--- config.mk ---
export PLATFORM = sky130hd
export DESIGN_NAME = regfile_dump_sequencer
export DESIGN_NICKNAME = d
export VERILOG_FILES = /design/src/rtl/regfile_dump_sequencer_pkg.sv /design/src/rtl/regfile_dump_counter.sv /design/src/rtl/regfile_dump_sequencer.sv
export SDC_FILE = /design/constraint.sdc
export NUM_CORES = 1
export LEC_CHECK = 0
export ABC_AREA = 1
export ABC_CLOCK_PERIOD_IN_PS = 4200
export CAP_MARGIN = 20
export CORE_MARGIN = 3
export CORE_UTILIZATION = 37
export CTS_CLUSTER_DIAMETER = 60
export DETAILED_ROUTE_END_ITERATION = 7
export PLACE_DENSITY = 0.86
export SYNTH_ARGS = -nofsm -noshare
export SYNTH_HDL_FRONTEND = slang
export SYNTH_SLANG_ARGS = --single-unit
--- constraint.sdc ---
create_clock -name i_clk -period 4.2 [get_ports i_clk]
set_input_delay 0.63 -clock i_clk [delete_from_list [all_inputs] [get_ports i_clk]]
set_output_delay 0.63 -clock i_clk [all_outputs]
set_load 0.02 [all_outputs]
--- src/rtl/regfile_dump_sequencer_pkg.sv ---
// Shared types and constants for the register-file dump sequencer.
package regfile_dump_sequencer_pkg;

  localparam int NBITS = 32;
  localparam int REGS  = 5;
  localparam int NREGS = 32;

  typedef enum logic [2:0] {
    ST_IDLE  = 3'd0,
    ST_DRAIN = 3'd1,
    ST_READ  = 3'd2,
    ST_SEND  = 3'd3,
    ST_DONE  = 3'd4
  } state_e;

  function automatic logic is_last_addr(input logic [REGS-1:0] addr);
    return (addr == REGS'(NREGS - 1));
  endfunction

endpackage

--- src/rtl/regfile_dump_counter.sv ---
// Loadable down-counter that saturates at zero; used to time the pipeline drain.
module regfile_dump_counter #(
  parameter int W = 3
) (
  input  logic         i_clk,
  input  logic         i_reset,
  input  logic         i_load,
  input  logic [W-1:0] i_load_val,
  input  logic         i_en,
  output logic         o_zero
);

  logic [W-1:0] count_q;
  logic [W-1:0] count_d;

  always_comb begin
    count_d = count_q;
    if (i_load) begin
      count_d = i_load_val;
    end else if (i_en && (count_q != '0)) begin
      count_d = count_q - W'(1);
    end else begin
      count_d = count_q;
    end
  end

  always_ff @(posedge i_clk) begin
    if (!i_reset) begin
      count_q <= '0;
    end else begin
      count_q <= count_d;
    end
  end

  assign o_zero = (count_q == '0);

endmodule

--- src/rtl/regfile_dump_sequencer.sv ---
// Owns the register-file port: passes WB writes through and, on request, halts
// fetch, drains the pipeline and streams every register to the debug transmitter.
module regfile_dump_sequencer
  import regfile_dump_sequencer_pkg::*;
#(
  parameter int DRAIN_CYCLES = 4
) (
  input  logic             i_clk,
  input  logic             i_reset,
  input  logic             i_WB_RegWrite,
  input  logic [REGS-1:0]  i_WB_Rd,
  input  logic [NBITS-1:0] i_WB_Data,
  input  logic             i_dbg_dump_req,
  input  logic             i_dbg_ready,
  input  logic [NBITS-1:0] i_rf_rdata,
  output logic             o_rf_we,
  output logic [REGS-1:0]  o_rf_waddr,
  output logic [NBITS-1:0] o_rf_wdata,
  output logic [REGS-1:0]  o_rf_raddr,
  output logic             o_halt_fetch,
  output logic [NBITS-1:0] o_dbg_data,
  output logic             o_dbg_valid,
  output logic             o_dbg_last,
  output logic             o_done,
  output logic             o_err
);

  localparam int CW = (DRAIN_CYCLES > 1) ? $clog2(DRAIN_CYCLES) : 1;

  state_e           state_q, state_d;
  logic [REGS-1:0]  addr_q, addr_d;
  logic [NBITS-1:0] hold_q, hold_d;
  logic             err_q, err_d;
  logic             cnt_load, cnt_en, cnt_zero;
  logic             we_s;

  // Register 0 is hard-wired to zero, so its writes never reach the array.
  assign we_s       = i_WB_RegWrite && (i_WB_Rd != '0);
  assign o_rf_we    = we_s;
  assign o_rf_waddr = i_WB_Rd;
  assign o_rf_wdata = i_WB_Data;
  assign o_dbg_data = hold_q;
  assign o_err      = err_q;

  regfile_dump_counter #(.W(CW)) u_drain_cnt (
    .i_clk      (i_clk),
    .i_reset    (i_reset),
    .i_load     (cnt_load),
    .i_load_val (CW'(DRAIN_CYCLES - 1)),
    .i_en       (cnt_en),
    .o_zero     (cnt_zero)
  );

  always_comb begin
    state_d      = state_q;
    addr_d       = addr_q;
    hold_d       = hold_q;
    cnt_load     = 1'b0;
    cnt_en       = 1'b0;
    o_rf_raddr   = '0;
    o_halt_fetch = 1'b0;
    o_dbg_valid  = 1'b0;
    o_dbg_last   = 1'b0;
    o_done       = 1'b0;
    case (state_q)
      ST_IDLE: begin
        addr_d = '0;
        if (i_dbg_dump_req) begin
          state_d  = ST_DRAIN;
          cnt_load = 1'b1;
        end else begin
          state_d = ST_IDLE;
        end
      end
      ST_DRAIN: begin
        o_halt_fetch = 1'b1;
        cnt_en       = 1'b1;
        if (cnt_zero) begin
          state_d = ST_READ;
          addr_d  = '0;
        end else begin
          state_d = ST_DRAIN;
        end
      end
      ST_READ: begin
        o_halt_fetch = 1'b1;
        o_rf_raddr   = addr_q;
        hold_d       = i_rf_rdata;
        state_d      = ST_SEND;
      end
      ST_SEND: begin
        o_halt_fetch = 1'b1;
        o_rf_raddr   = addr_q;
        o_dbg_valid  = 1'b1;
        o_dbg_last   = is_last_addr(addr_q);
        if (i_dbg_ready) begin
          if (is_last_addr(addr_q)) begin
            state_d = ST_DONE;
          end else begin
            addr_d  = addr_q + REGS'(1);
            state_d = ST_READ;
          end
        end else begin
          state_d = ST_SEND;
        end
      end
      ST_DONE: begin
        o_halt_fetch = 1'b1;
        o_done       = 1'b1;
        state_d      = ST_IDLE;
      end
      default: begin
        state_d = ST_IDLE;
      end
    endcase
  end

  // A write landing while the array is being read can corrupt the snapshot.
  always_comb begin
    if (we_s && ((state_q == ST_READ) || (state_q == ST_SEND))) begin
      err_d = 1'b1;
    end else begin
      err_d = err_q;
    end
  end

  always_ff @(posedge i_clk) begin
    if (!i_reset) begin
      state_q <= ST_IDLE;
      addr_q  <= '0;
      hold_q  <= '0;
      err_q   <= 1'b0;
    end else begin
      state_q <= state_d;
      addr_q  <= addr_d;
      hold_q  <= hold_d;
      err_q   <= err_d;
    end
  end

endmodule

[Word-level counts from Yosys, hierarchy flattened]
Cells that the tools add are included.
Storage, ports and cells
  register bits after elaboration: 43
  bits of input ports: 74
  output and inout bits: 80
  word-level logic and storage cells: 47
Cells by class
  add/subtract/negate cells: 2
  equality and inequality tests: 8
  muxes and demuxes: 19
  reductions and logical operators: 13
Operator list (number)
  5-bit two-way mux: 4
  5-bit case mux with 3 select lines: 1
  3-bit case mux with 4 select lines: 1
  1-bit two-way mux: 8
  3-bit by 2-bit equality test with 1-bit output (second input constant): 2
  2-bit two-way mux: 3
  3-bit two-way mux: 2
  2-bit != test (second input constant): 3
  5-bit by 1-bit adder with 5-bit output (second input constant): 1
  5-bit equality test (second input constant): 1
  5-bit nonzero test: 1
  4-bit AND reduction: 1
  2-bit nonzero test: 2
  4-bit OR reduction: 1
  3-bit by 1-bit equality test with 1-bit output (second input constant): 1
  3-bit equality test (second input constant): 1
  1-bit logical AND: 3
  3-bit zero test: 1
  3-bit nonzero test: 1
  2-bit zero test: 1
  2-bit OR reduction: 1
  2-bit by 1-bit subtractor with 2-bit output (second input constant): 1
  1-bit logical OR: 1

[Depth between registers and ports, before layout]
  depth after elaboration: 5
  mapped depth: 10
  mapped depth without buffers: 10

[Hierarchy]
A second synthesis with hierarchy kept.
Second synthesis, totals
  cells, all modules: 301
  area, all modules: 2200.9 um2
Modules (own cells, without submodules)
  regfile_dump_sequencer: times used 1, cells each 277, area each 2064.5 um2, sequential area each 820.8 um2
  regfile_dump_counter: times used 1, cells each 24, area each 136.4 um2, sequential area each 40.0 um2

[Worst setup path before layout]
No wires, ideal clock.
  path type: flip-flop to output port
  start: register addr_q[0]
  end: output port o_dbg_last
  arrival time: 1.180 ns
  required time: 3.570 ns
  slack: 2.390 ns
  stages on the path, launching flop included: 7
  path buffers: 0
  path through: dfxtp_1 -> ha_1 -> nand2_1 -> nor2_1 -> ha_1 -> inv_1 -> nor2_1
Between the ends
  longest elaborated chain between the ends: 2
RTL lines
  start: declaration: line regfile_dump_sequencer.sv:31  | logic [REGS-1:0] addr_q, addr_d;
  start signal: assignment: line regfile_dump_sequencer.sv:135  | addr_q <= addr_d;
  5-bit equality test: line regfile_dump_sequencer_pkg.sv:17  | return (addr == REGS'(NREGS - 1));
  1-bit two-way mux: line regfile_dump_sequencer.sv:65  | case (state_q)
  end: declaration: line regfile_dump_sequencer.sv:23  | output logic o_dbg_last,
No other way between the ends.

[Worst setup path in the final report]
Ends and elaborated chain as after synthesis.

==> results.ini <==
[worst_hold_path]
hold_start=o_err
hold_path_class=reg -> reg

[global_routing]
met1_usage_pct=15.5
grt_use_met3_pct=6.87
use_met2_pct=30.5
top_usage_layer=met2
antenna_found_initial=0
grt-ovfl-total=0
grtUsageTotal_pct=16.2
grt_pass1_vias=1919
grt_max_degree=36
grt_pass1_wl_um=8440

[worst_setup_path]
slowest_delay_ps=610
cpMaxStageDelayCell=clkdlybuf4s50_1
path_class=reg -> out
crit_family=buffers and inverters
worst_setup_path_start_kind=flop
cp.arrival_ps=1990
startpoint=addr_q[0]
crit_buf_inv=2
crit_fanout=4
crit_chain=ha_1 > nand2_1 > nor2_1 > ha_1 > inv_1 > nor2_1 > clkdlybuf4s50_1
timing.rr.start=state_q[1]
cp.required_ps=3570
end_kind=output port

[yosys]
ys_warn_count=0
netlist_instances=281
postSynthAreaPerCell_sq_um=7.36
synth_enable_flop_cells=0
ys_dominant_reg_cell=dfxtp_1
synth.distinct_cells=22
synth_fp_nets=358
synthArstFlopShare_pct=0
synth_area_sq_um=2070
ys_ff_latch=43
seq_area_frac_synth_pct=41.6

[place]
numPortBuffers=89
postPlaceCellArea_sq_um=2720
hpwl_um=3920
pre_cts_ws_ps=1590
gp_congestion=0.833

[clock_network]
htreeDepth=2
cts_sinks=43
worst_skew_pair.late_latency_ps=280
cts_tree=built
ctsResizeCount=0
hold_buffers=0
clk_path_buf_depth=2
clkTransAtPathRegs_ps=70
root_buffer=clkbuf_8
cts_buffers=5
cts_setup_buffers=0

[die]
dieArea_sq_um=6520
core-area_sq_um=5270
die_y_um=80.7
placementRows=26
die_w_um=80.7
io_pins=154
start_util_pct=39.2

[timing]
finalSetupViolCount=0
slew_headroom_pct=37.4
period_needed_ps=2620
worst_pin_slew_ps=938
skew_ps=2.40
post-route-period-util_pct=62.4
fin_setup_tns_ps=0
setup_ws_ps=1580
fmax_mhz=382
hold_viol_final=0
slew_violations=0
rsz0062_at_grt=false

[finish]
drive_gt1_share_pct=4.50
layout_common_cells=clkdlybuf4s50_1, nor2_1, dfxtp_1, o21ai_0, nand2_1
antennaDiodeCount=0
area_delta_synth_final_pct=36.3
fin_nets=409
final_area_sq_um=2820
final_common_cell=clkdlybuf4s50_1

[run]
cap_violations=0

[detailed_routing]
drt_iter0_drc=67
wl_per_cell_um=12.7
drtPass1Iterations=4
ant_nets=0
drc_errors=0
vias=1915
wl_um=5100
detail_route.vias_per_cell=4.75

[power_and_ir_drop]
ir_drop_uv=229
power.density_nw_per_um2=452
p_leak_uw=0.00119

[outcome]
status=finished clean

[cells in the mapped netlist (2+ instances only)]
cell type / instances / share of area, %
a21oi_1: 7 / 1.7
a31oi_1: 2 / 0.61
buf_2: 4 / 0.97
buf_4: 37 / 13
buf_6: 3 / 1.6
clkbuf_1: 3 / 0.54
dfxtp_1: 43 / 42
ha_1: 3 / 1.8
inv_1: 19 / 3.5
nand2_1: 24 / 4.4
nand3_1: 7 / 1.7
nand4_1: 2 / 0.61
nor2_1: 82 / 15
nor2_4: 2 / 1.1
nor3_1: 2 / 0.48
o21ai_0: 34 / 8.2
xor2_1: 2 / 0.85
[cell type report]
cell class / instances / area, sq um
repair buffers: 91 / 906
clock buffers: 8 / 100
inverters: 20 / 75.1
well taps: 70 / 87.6
multi-input cells: 171 / 788
flip-flops and latches: 43 / 861
fillers: 517 / 2450
[cell families after synthesis]
logic type               Yosys count  synth area share [%]
AO/OA/AOI/OAI                     44                  10.8
XOR/XNOR                           2                 0.848
adder cells (fa/ha/maj)            3                  1.82
buffers and inverters             67                  20.2
flip-flops                        43                  41.6
AND/OR/NAND/NOR                  122                  24.7
[sequential cells by signal, summed over array words and instances, names as in the netlist]
| signal | count |
|---|---|
| addr_q | 5 |
| o_dbg_data | 32 |
| o_err | 1 |
| state_q | 3 |
| u_drain_cnt.count_q | 2 |
[stage by stage]
step / instances / utilization [%] / total power (uW) / hold WS [ps]
final: 403 / 53.5 / 1270 / 452
after global placement: 395 / 51.6 / 996 / 448
after detailed placement: 395 / 51.6 / 1010 / 446
after CTS: 403 / 53.5 / 1290 / 458
after global routing: 403 / 53.5 / 1360 / 474
after floorplan: 281 / - / 848 / 483
[tightest hold or removal path, stage by stage, from the launching register on]
cell	delay, ps
dfxtp_1	310
inv_1	50
a21oi_1	50
[routing by layer]
metal,up-vias,wire (um)
met5,-,0
li1,944,-
met2,84,2570
met3,18,517
met1,869,1900
met4,0,121
[where the power goes]
group | switching, uW | leakage (uW) | internal, uW
combinational | 258 | 0.000788 | 210
clock | 128 | 0.0000515 | 150
sequential | 44.1 | 0.000351 | 484
total | 430 | 0.00119 | 844
[final timing paths]
check,endpoint,slack (ps),depth (start not counted)
max,o_dbg_last,1580,7
min reg2reg,o_err,450,2
min,o_err,450,2
max reg2reg,o_dbg_data[7],2280,6
No activity file was read; power rests on OpenSTA's default activity.
